===== config.mk =====
export PLATFORM = sky130hd
export DESIGN_NAME = uart_rx_fifo
export DESIGN_NICKNAME = d
export VERILOG_FILES = /design/src/rtl/uart_rx_fifo.sv
export SDC_FILE = /design/constraint.sdc
export NUM_CORES = 1
export LEC_CHECK = 0
export CORE_MARGIN = 2
export CORE_UTILIZATION = 59
export CTS_BUF_LIST = sky130_fd_sc_hd__clkbuf_4 sky130_fd_sc_hd__clkbuf_8 sky130_fd_sc_hd__clkbuf_16
export DETAILED_ROUTE_END_ITERATION = 6
export PLACE_DENSITY_LB_ADDON = 0.12
export SYNTH_ARGS = -nofsm -noshare
export SYNTH_HDL_FRONTEND = slang
export SYNTH_SLANG_ARGS = --single-unit

===== constraint.sdc =====
create_clock -name clk -period 2.9 [get_ports clk]
set_input_delay 0.435 -clock clk [delete_from_list [all_inputs] [get_ports clk]]
set_output_delay 0.435 -clock clk [all_outputs]
set_load 0.1 [all_outputs]

===== src/rtl/uart_rx_fifo.sv =====
// Purpose: 8N1 UART receiver (2-flop synchroniser, mid-bit sampling) feeding a small show-ahead FIFO.
// Latency: a byte is visible on rx_data/rx_valid one cycle after its stop bit is sampled.
// Backpressure: consumer stalls via rx_ready; a good byte arriving at a full, non-popping FIFO is dropped with an overrun pulse.
module uart_rx_fifo #(
    parameter int CLKS_PER_BIT = 434,
    parameter int FIFO_DEPTH   = 4
) (
    input  logic       clk,
    input  logic       reset_n,
    input  logic       rx,
    output logic [7:0] rx_data,
    output logic       rx_valid,
    input  logic       rx_ready,
    output logic       frame_err,
    output logic       overrun,
    output logic       busy
);

    localparam int CW   = $clog2(CLKS_PER_BIT);
    localparam int PW   = $clog2(FIFO_DEPTH);
    localparam int HALF = CLKS_PER_BIT / 2;

    localparam logic [CW-1:0] HALF_M1  = CW'(HALF - 1);
    localparam logic [CW-1:0] BIT_M1   = CW'(CLKS_PER_BIT - 1);
    localparam logic [PW:0]   FULL_CNT = (PW + 1)'(FIFO_DEPTH);

    typedef enum logic [1:0] {
        S_IDLE,
        S_START,
        S_DATA,
        S_STOP
    } state_t;

    // Synchroniser
    logic sync1_q, sync1_d;
    logic sync2_q, sync2_d;
    logic rxs;

    // Receiver
    state_t        state_q, state_d;
    logic [CW-1:0] cnt_q, cnt_d;
    logic [2:0]    idx_q, idx_d;
    logic [7:0]    shreg_q, shreg_d;
    logic          ferr_q, ferr_d;
    logic          ovr_q, ovr_d;
    logic          push;

    // FIFO
    logic [7:0]    mem_q [FIFO_DEPTH];
    logic [PW-1:0] wr_ptr_q, wr_ptr_d;
    logic [PW-1:0] rd_ptr_q, rd_ptr_d;
    logic [PW:0]   count_q, count_d;
    logic          pop;
    logic          full;

    assign rxs       = sync2_q;
    assign rx_valid  = (count_q != '0);
    assign rx_data   = rx_valid ? mem_q[rd_ptr_q] : 8'h00;
    assign pop       = rx_valid & rx_ready;
    assign full      = (count_q == FULL_CNT);
    assign frame_err = ferr_q;
    assign overrun   = ovr_q;
    assign busy      = (state_q != S_IDLE);

    // Two-stage shift of the asynchronous line; idles high.
    always_comb begin
        sync1_d = rx;
        sync2_d = sync1_q;
    end

    // Receive FSM: start validation, mid-bit data sampling, stop-bit verdict.
    always_comb begin
        state_d = state_q;
        cnt_d   = cnt_q;
        idx_d   = idx_q;
        shreg_d = shreg_q;
        ferr_d  = 1'b0;
        ovr_d   = 1'b0;
        push    = 1'b0;
        case (state_q)
            S_IDLE: begin
                cnt_d = '0;
                if (!rxs) begin
                    state_d = S_START;
                end
            end
            S_START: begin
                if (cnt_q == HALF_M1) begin
                    cnt_d   = '0;
                    idx_d   = '0;
                    state_d = rxs ? S_IDLE : S_DATA;
                end else begin
                    cnt_d = cnt_q + 1'b1;
                end
            end
            S_DATA: begin
                if (cnt_q == BIT_M1) begin
                    cnt_d   = '0;
                    shreg_d = {rxs, shreg_q[7:1]};
                    if (idx_q == 3'd7) begin
                        state_d = S_STOP;
                    end else begin
                        idx_d = idx_q + 1'b1;
                    end
                end else begin
                    cnt_d = cnt_q + 1'b1;
                end
            end
            S_STOP: begin
                if (cnt_q == BIT_M1) begin
                    cnt_d   = '0;
                    state_d = S_IDLE;
                    if (!rxs) begin
                        ferr_d = 1'b1;
                    end else if (!full || pop) begin
                        push = 1'b1;
                    end else begin
                        ovr_d = 1'b1;
                    end
                end else begin
                    cnt_d = cnt_q + 1'b1;
                end
            end
            default: begin
                state_d = S_IDLE;
                cnt_d   = '0;
            end
        endcase
    end

    // FIFO pointer and occupancy update; push and pop may coincide even when full.
    always_comb begin
        wr_ptr_d = wr_ptr_q;
        rd_ptr_d = rd_ptr_q;
        count_d  = count_q;
        if (push) begin
            wr_ptr_d = wr_ptr_q + 1'b1;
        end
        if (pop) begin
            rd_ptr_d = rd_ptr_q + 1'b1;
        end
        case ({push, pop})
            2'b10:   count_d = count_q + 1'b1;
            2'b01:   count_d = count_q - 1'b1;
            default: count_d = count_q;
        endcase
    end

    // Control state with synchronous active-low reset.
    always_ff @(posedge clk) begin
        if (!reset_n) begin
            sync1_q  <= 1'b1;
            sync2_q  <= 1'b1;
            state_q  <= S_IDLE;
            cnt_q    <= '0;
            idx_q    <= '0;
            shreg_q  <= '0;
            ferr_q   <= 1'b0;
            ovr_q    <= 1'b0;
            wr_ptr_q <= '0;
            rd_ptr_q <= '0;
            count_q  <= '0;
        end else begin
            sync1_q  <= sync1_d;
            sync2_q  <= sync2_d;
            state_q  <= state_d;
            cnt_q    <= cnt_d;
            idx_q    <= idx_d;
            shreg_q  <= shreg_d;
            ferr_q   <= ferr_d;
            ovr_q    <= ovr_d;
            wr_ptr_q <= wr_ptr_d;
            rd_ptr_q <= rd_ptr_d;
            count_q  <= count_d;
        end
    end

    // Storage array; contents need no reset since rx_data is masked while empty.
    always_ff @(posedge clk) begin
        if (push) begin
            mem_q[wr_ptr_q] <= shreg_q;
        end
    end

endmodule


==> flow_summary.toml, run 1 <==
[logic_synthesis]
ys_warn_count = 0
synth_seq_area_share_pct = 57.6
synthXorXnorAreaFrac_pct = 3.64
syn_inst = 225
synthAdderAreaFrac_pct = 5.03
netlist_area_sq_um = 2890
synth.mux.area_fraction_pct = 10.1
syn-num-nets = 240
synth-compound-area-share_pct = 3.25
synth.distinct_cells = 39
syn_avg_cell_area_sq_um = 12.8
synth_top_family_by_area = "simple AND/OR/NAND/NOR gates"
synth_edf_count = 32
synth_seq_cells = 67
async_flop_share_pct = 0
synth-simple-area-share_pct = 17.9
synthFlopType = "dfxtp_1"

[placed_design]
place.port_buffers = 15
gp_congestion = 0.799
hpwlAfterDp_um = 3300
pre_cts_ws_ns = -0.00789

[timing]
rsz0062_at_grt = "false"
fin_tns_setup_ns = 0
hold_viol = 0
drv_slew = 0
period_minus_slack_ns = 2.65
fin_ws_ns = 0.248
tightestPinTransition_ns = 0.852
finalSetupViolCount = 0
fmax_ghz = 0.377
fin_crit_sh_pct = 91.4
clock_skew_ns = 0.00789
max_slew_margin_pct = 43.0

[clock_tree]
clockBufferDepth = 2
ctsRootBufferMaster = "clkbuf_8"
post_cts_resized = 0
hold_buffers = 0
worst_skew_pair.late_latency_ns = 0.33
post_cts_buffers = 0
cts_tree = "done"
path_clk_slew_ns = 0.07
htree_num_levels = 3
cts_inserted_buffers = 9
cts_sinks = 67

[pwr]
p_leak_nw = 1.15
powerDensity_nw_per_um2 = 539
ir_worst_vdd_v = 0.000356

[drt]
firstDrtPassIters = 5
routed_wl_um = 4700
route.detailed.drc = 0
drtIter0Drc = 87
wire_per_inst_um = 14.8
vias = 1709
ant_nets = 0
via_per_inst = 5.37

[layout]
n_antenna_cell = 0
n_fill_cell = 341
layout-drive-gt1-share_pct = 17.5
fin_nets = 261
area_growth_pct = 13.6

[floorplanning]
initial_core_util_pct = 61.1
die_x_um = 73.9
die-area_sq_um = 5470
core_area_sq_um = 4720
num_io_pins = 16
fp-row-count = 25
die_y_um = 73.9

[setup_path]
arrival_ns = 2.90
startpoint_type = "register"
r2r_setup_slack_ns = 0.25
end_kind = "register"
crit_type = "register to register"
crit_required_ns = 3.15
path_max_fanout = 4

[grt]
grt_pass1_vias = 1675
track_usage_pct = 19.2
antenna_found_initial = 0
gr-total-overflow = 0
grt_pass1_wl_um = 7580
grt_max_degree = 28

[outcome]
outcome = "complete, no violations"

[min_path]
hp-class = "register to register"

[flow_run]
cap_violations = 0
## flip-flops by register name (all words and copies together) (netlist names), named ones only
signal,cells
overrun,1
cnt_q,9
rd_ptr_q,2
state_q,1
sync1_q,1
count_q,3
frame_err,1
wr_ptr_q,2
shreg_q,8
rxs,1
idx_q,3
mem_q,32
## synthesized netlist by cell type, types with 2 or more instances
master	number	area, sq um
mux4_2	8	180
nand3_1	8	40.0
clkbuf_1	5	18.8
mux2i_1	11	110
edfxtp_1	32	961
xor2_1	3	26.3
nand2_1	11	41.3
inv_1	12	45.0
nand4bb_1	2	22.5
nor2_1	13	48.8
nor2b_1	13	81.3
nor4_1	2	12.5
nand2b_1	3	18.8
xnor2_1	9	78.8
buf_2	2	10.0
and2_1	17	106
a21oi_1	2	10.0
o21ai_0	2	10.0
or3_1	2	12.5
dfxtp_1	35	701
nor3_1	6	30.0
ha_1	10	125
## worst max-delay path, stage by stage (launching register included)
cell	delay, ns
dfxtp_1	0.35
inv_1	0.07
ha_1	0.22
and4bb_2	0.26
nand3_1	0.16
nor3_1	0.10
inv_1	0.09
ha_1	0.19
inv_1	0.06
fa_1	0.37
xor2_1	0.17
or3_1	0.32
a21boi_0	0.19
## cell type report
class,instances,area [sq um],area share [%]
clock buffer,13,184,5.61
tap,67,83.8,2.56
multi-input combinational,139,1150,35.1
sequential,67,1660,50.7
clock inverter,3,18.8,0.573
inverter,12,45.0,1.37
timing repair buffer,17,135,4.12
## cell usage in the layout, fill, tap and decap left out, types with 2 or more instances in the layout
cell	count
mux4_2	8
buf_4	14
ha_1	10
mux2i_1	11
nor4_1	2
nor3_1	6
inv_1	12
and2_1	17
xnor2_1	9
clkbuf_8	11
clkinv_2	2
nand2b_1	3
o21ai_0	2
edfxtp_1	32
nand4bb_1	2
or3_1	2
a21oi_1	2
clkdlybuf4s50_1	3
nor2b_1	13
nand3_1	8
xor2_1	3
nor2_1	13
nand2_1	11
dfxtp_1	35
## layer usage
layer / wire (um) / up-vias / track usage, %
met5: 0 / - / 0
met4: 84 / 0 / 10.9
met3: 116 / 10 / 4.20
met2: 2450 / 24 / 34.0
met1: 2060 / 832 / 21.3
li1: - / 843 / -
## cells by family after synthesis
group,count (synthesis)
xor+xnor,12
flops,67
simple gates,85
buf+inv,19
fa+ha+maj,11
mux,19
compound gates,12
## metrics by stage
stage | cells | area (sq um) | hold WS, ns | util (%) | total power [mW]
2_1_floorplan | 225 | 2890 | 0.386 | - | 1.03
3_3_place_gp | 302 | 3080 | 0.392 | 65.1 | 1.04
6_report | 318 | 3280 | 0.422 | 69.4 | 1.77
3_5_place_dp | 302 | 3080 | 0.411 | 65.1 | 1.04
5_1_grt | 318 | 3280 | 0.442 | 69.4 | 1.82
4_1_cts | 318 | 3280 | 0.431 | 69.4 | 1.78
## where the power goes
group          internal [mW]  total [mW]  switching [mW]
combinational         0.0119      0.0288          0.0169
sequential             0.984       0.987         0.00367
clock                  0.417       0.749           0.332
## worst paths after layout
path                                from          to  cells after the start
worst min-delay path             sync1_q         rxs                      1
worst max-delay path            cnt_q[1]  count_q[2]                     12
worst max register to register  cnt_q[1]  count_q[2]                     12
worst min register to register   sync1_q         rxs                      1
Power figures use the tool's default switching activity.
==> run 2: changes to the inputs <==
--- a/config.mk
+++ b/config.mk
@@ -6,9 +6,10 @@
 export NUM_CORES = 1
 export LEC_CHECK = 0
 export CORE_MARGIN = 2
-export CORE_UTILIZATION = 59
+export CORE_UTILIZATION = 62
 export CTS_BUF_LIST = sky130_fd_sc_hd__clkbuf_4 sky130_fd_sc_hd__clkbuf_8 sky130_fd_sc_hd__clkbuf_16
 export DETAILED_ROUTE_END_ITERATION = 6
+export DONT_BUFFER_PORTS = 1
 export PLACE_DENSITY_LB_ADDON = 0.12
 export SYNTH_ARGS = -nofsm -noshare
 export SYNTH_HDL_FRONTEND = slang
==> run 2 against run 1 <==
Compared with the run above: sequential power barely moved; clock power is 11% lower; critical path type unchanged; clock skew fell by 0.0011 ns; first-iteration DRC count increased by 85%; die area fell by 4.6%; cell count shrank 7.2%; power is 5.2% lower; design area is 3.5% lower; critical path depth unchanged; count of clock-buffer cells in the layout stayed put; global-route usage is 1.5 points higher.
==> flow_summary.toml, run 2 (synthesis gave the netlist of run 1 again) <==
[floorplanning]
initial_core_util_pct = 65.4
num_io_pins = 16
die_y_um = 72.2
die_x_um = 72.2
core_area_sq_um = 4410
die-area_sq_um = 5220
fp-row-count = 24

[timing]
finalSetupViolCount = 0
clock_skew_ns = 0.00678
fin_crit_sh_pct = 88.3
max_slew_margin_pct = 37.7
fin_tns_setup_ns = 0
fmax_ghz = 0.390
drv_slew = 0
tightestPinTransition_ns = 0.934
period_minus_slack_ns = 2.56
hold_viol = 0
rsz0062_at_grt = "false"
hold-worst-slack_ns = 0.174

[setup_path]
path_max_fanout = 5
crit_path_max_incr_delay_ns = 0.37
cp_common_cell = "inv_1"
crit_required_ns = 3.16
end_kind = "register"
startpoint_type = "register"
r2r-end = "count_q[2]"
r2r-start = "cnt_q[1]"
crit_type = "register to register"
r2r_setup_slack_ns = 0.34
crit_slowest_cell = "fa_1"
crit_cells = 12
cp_top_family = "simple AND/OR/NAND/NOR gates"
path_cells = "inv_1, ha_1, and4bb_2, nand3_1, nor3_2, inv_1, ha_1, inv_1, fa_1, xor2_1, or3_1, a21boi_0"
startpoint = "cnt_q[1]"
arrival_ns = 2.82
r2r_cells = 12
cp_num_buf_inv = 3
crit_end = "count_q[2]"

[layout]
largest_register = "mem_q"
final_cell_mix = "35 x dfxtp_1, 32 x edfxtp_1, 17 x and2_1"
largest_reg_flops = 32
layout-drive-gt1-share_pct = 16.0
design_area_sq_um = 3160
n_fill_cell = 312
reg_top3 = "mem_q (32), cnt_q (9), shreg_q (8)"
area_growth_pct = 9.67
final_common_cell = "dfxtp_1"
n_antenna_cell = 0
fin_nets = 253
finish.utilization_pct = 71.7

[grt]
grt_max_degree = 28
antenna_found_initial = 0
grt_pass1_wl_um = 7980
track_usage_pct = 20.7
gr-total-overflow = 0
grt_pass1_vias = 1725

[drt]
via_per_inst = 5.63
drtIter0Drc = 161
vias = 1661
wirelength_met1_um = 2020
firstDrtPassIters = 4
wire_per_inst_um = 16.1
route.detailed.drc = 0
routed_wl_um = 4750
top_layer_used = "met4"
ant_nets = 0
met2_length_um = 2470
route.met3.wl_um = 190

[placed_design]
hpwlAfterDp_um = 3270
place.port_buffers = 0
place_area_sq_um = 2990
gp_congestion = 0.853

[pwr]
switching_power_mw = 0.339
switching_share_pct = 20.2
p_int_mw = 1.34
p_leak_nw = 1.09
pwr-share-clk_pct = 39.9
ir_worst_vdd_v = 0.000299
power_frac_comb_pct = 1.1
powerDensity_nw_per_um2 = 529
power_frac_seq_pct = 59.0

[clock_tree]
htree_num_levels = 3
path_clk_slew_ns = 0.07
cts_tree = "done"
worst_skew_pair.late_latency_ns = 0.33
cts_sinks = 67
clockBufferDepth = 2
cts_inserted_buffers = 9
ctsRootBufferMaster = "clkbuf_8"

[min_path]
min-delay-start = "reset_n"
hp-class = "input pin to register"

[outcome]
outcome = "complete, no violations"

[flow_run]
cap_violations = 0
==> run 2: layer usage <==
| layer | GRT usage, % | vias up |
|---|---|---|
| met3 | 5.97 | 10 |
| met1 | 23.9 | 785 |
| met5 | 0 | - |
| met2 | 35.4 | 44 |
| met4 | 9.85 | 0 |
| li1 | - | 822 |
==> run 2: cell type report <==
cell class	instances	area [sq um]	share of cell area, %
well taps	52	65.1	2.06
clock buffers	13	154	4.86
clock inverters	3	16.3	0.514
multi-input cells	139	1150	36.5
repair buffers	9	67.6	2.14
flip-flops and latches	67	1660	52.5
inverters	12	45.0	1.42
==> run 2: through the flow <==
stage                     total power [mW]  std cells  setup WS (ns)
after floorplan                       1.03        225          0.139
after global placement                1.03        279          0.399
after detailed placement              1.03        279          0.196
after CTS                             1.69        295          0.188
after global routing                  1.73        295          0.113
final                                 1.67        295          0.339
==> run 2: worst reg2reg max path, stage by stage (launching register included) <==
cell and delay (ns):
dfxtp_1 0.36, inv_1 0.07, ha_1 0.23, and4bb_2 0.26
nand3_1 0.16, nor3_2 0.09, inv_1 0.09, ha_1 0.18
inv_1 0.06, fa_1 0.37, xor2_1 0.16, or3_1 0.31
a21boi_0 0.16
==> run 2: what timing repair did <==
action	in CTS	in global routing
hold buffers	0	0
setup buffers	0	0
resized for setup	0	1
setup endpoints to repair	0	2
==> run 2: worst min path at each step <==
stage	to	depth (start not counted)	slack, ns
finish	sync1_q	1	0.17
global route	rxs	1	0.16
CTS	sync1_q	1	0.16
detailed placement	rxs	1	0.40
global placement	rxs	1	0.39
floorplan	rxs	1	0.39
==> run 2: power groups by stage <==
stage                     Combinational [mW]  Sequential [mW]  Clock [mW]
after detailed placement              0.0181             1.01           0
final                                 0.0183            0.987       0.669
after floorplan                       0.0203             1.01           0
after global placement                0.0174             1.01           0
after CTS                             0.0182            0.987       0.682
after global routing                  0.0197            0.987       0.728
==> run 3: changes to the inputs <==
--- a/config.mk
+++ b/config.mk
@@ -10,7 +10,7 @@
 export CTS_BUF_LIST = sky130_fd_sc_hd__clkbuf_4 sky130_fd_sc_hd__clkbuf_8 sky130_fd_sc_hd__clkbuf_16
 export DETAILED_ROUTE_END_ITERATION = 6
 export DONT_BUFFER_PORTS = 1
-export PLACE_DENSITY_LB_ADDON = 0.12
+export PLACE_DENSITY = 0.89
 export SYNTH_ARGS = -nofsm -noshare
 export SYNTH_HDL_FRONTEND = slang
 export SYNTH_SLANG_ARGS = --single-unit
==> run 3 against run 2 <==
Compared with the run above: via count is 0.36% higher; hold slack better by 0.0028 ns; fmax is 4.8% lower; count of clock-buffer cells in the layout is 2 higher; combinational power hardly changed; clock power is 15% higher; flip-flop and latch count stayed put; register-to-register slack worse by 0.13 ns; largest power group unchanged.
==> flow_summary.toml, run 3 (synthesis gave the netlist of run 1 again) <==
[outcome]
outcome = "complete, no violations"

[layout]
n_fill_cell = 299
reg_top3 = "mem_q (32), cnt_q (9), shreg_q (8)"
final_common_cell = "dfxtp_1"
layout-drive-gt1-share_pct = 16.0
fin_nets = 253
largest_reg_flops = 32
n_antenna_cell = 0
area_growth_pct = 10.5
final_cell_mix = "35 x dfxtp_1, 32 x edfxtp_1, 17 x and2_1"
largest_register = "mem_q"
design_area_sq_um = 3190

[setup_path]
crit_path_max_incr_delay_ns = 0.40
path_cells = "ha_1, and4bb_2, nand3_1, nor3_1, inv_1, ha_1, inv_1, fa_1, xor2_1, or3_1, a21boi_0"
crit_type = "register to register"
cp_num_buf_inv = 2
end_kind = "register"
crit_required_ns = 3.15
path_max_fanout = 5
crit_slowest_cell = "dfxtp_1"
cp_top_family = "simple AND/OR/NAND/NOR gates"
arrival_ns = 2.94
startpoint_type = "register"
r2r_setup_slack_ns = 0.21

[placed_design]
hpwlAfterDp_um = 3060
place_area_sq_um = 2990
place.port_buffers = 0
gp_congestion = 0.846
pre_cts_ws_ns = 0.242

[timing]
hold_viol = 0
max_slew_margin_pct = 37.8
clock_skew_ns = 0.00819
hold-worst-slack_ns = 0.177
fin_ws_ns = 0.210
period_minus_slack_ns = 2.69
finalSetupViolCount = 0
drv_slew = 0
tightestPinTransition_ns = 0.932
rsz0062_at_grt = "false"
fmax_ghz = 0.372
fin_crit_sh_pct = 92.7
fin_tns_setup_ns = 0

[grt]
grt_pass1_wl_um = 7720
track_usage_pct = 20.1
grt_max_degree = 28
gr-total-overflow = 0
grt_pass1_vias = 1641
antenna_found_initial = 0

[clock_tree]
worst_skew_pair.late_latency_ns = 0.34
clockBufferDepth = 2
ctsRootBufferMaster = "clkbuf_8"
cts_tree = "done"
post_cts_buffers = 0
cts_inserted_buffers = 9
cts_sinks = 67
post_cts_resized = 0
hold_buffers = 0
path_clk_slew_ns = 0.06
htree_num_levels = 3

[drt]
routed_wl_um = 4570
drtIter0Drc = 75
wire_per_inst_um = 15.5
via_per_inst = 5.65
firstDrtPassIters = 4
vias = 1667
ant_nets = 0
route.detailed.drc = 0

[pwr]
p_leak_nw = 1.10
powerDensity_nw_per_um2 = 556
ir_worst_vdd_v = 0.000350

[floorplanning]
num_io_pins = 16
die_x_um = 72.2
die-area_sq_um = 5220
fp-row-count = 24
initial_core_util_pct = 65.4
die_y_um = 72.2
core_area_sq_um = 4410

[min_path]
hp-class = "input pin to register"

[flow_run]
cap_violations = 0
## run 3: metrics by stage
step	cells	total power [mW]	utilization, %
global route	295	1.83	72.2
CTS	295	1.79	72.2
global placement	279	1.03	67.7
finish	295	1.77	72.2
floorplan	225	1.03	-
detailed placement	279	1.03	67.7
## run 3: where the power goes
part	internal, mW	switching, mW	leakage [nW]
Combinational	0.00728	0.0107	0.419
Clock	0.456	0.311	0.106
Sequential	0.984	0.00348	0.579
## run 3: worst paths after layout
check / startpoint / to / cells after the start
worst min register to register: sync1_q / rxs / 1
worst max register to register: cnt_q[0] / count_q[2] / 11
worst min-delay path: reset_n / sync1_q / 1
worst max-delay path: cnt_q[0] / count_q[2] / 11
## run 3: layout make-up
class,count,area [sq um],share of cell area [%]
tap,52,65.1,2.04
clock buffer,15,169,5.30
inverter,12,45.0,1.41
sequential,67,1660,52.1
clock inverter,1,30.0,0.942
multi-input combinational,139,1150,36.1
timing repair buffer,9,67.6,2.12
## run 3: worst register-to-register path, delay by kind of cell (launching register included)
kind	cells	cell delay, ns
AND/OR/NAND/NOR	4	1.14
adder cells (fa/ha/maj)	3	0.66
flip-flops	1	0.40
AO/OA/AOI/OAI	1	0.18
buffers and inverters	2	0.16
XOR/XNOR	1	0.07
## run 3: per-layer routing
layer | vias to the layer above | share of wire [%] | wire length (um) | track usage [%]
met5 | - | 0 | 0 | 0
met4 | 0 | 1.9 | 89 | 8.18
met3 | 8 | 3.8 | 175 | 6.94
met2 | 37 | 50 | 2300 | 33.4
met1 | 794 | 44 | 2000 | 24.0
li1 | 828 | - | - | -
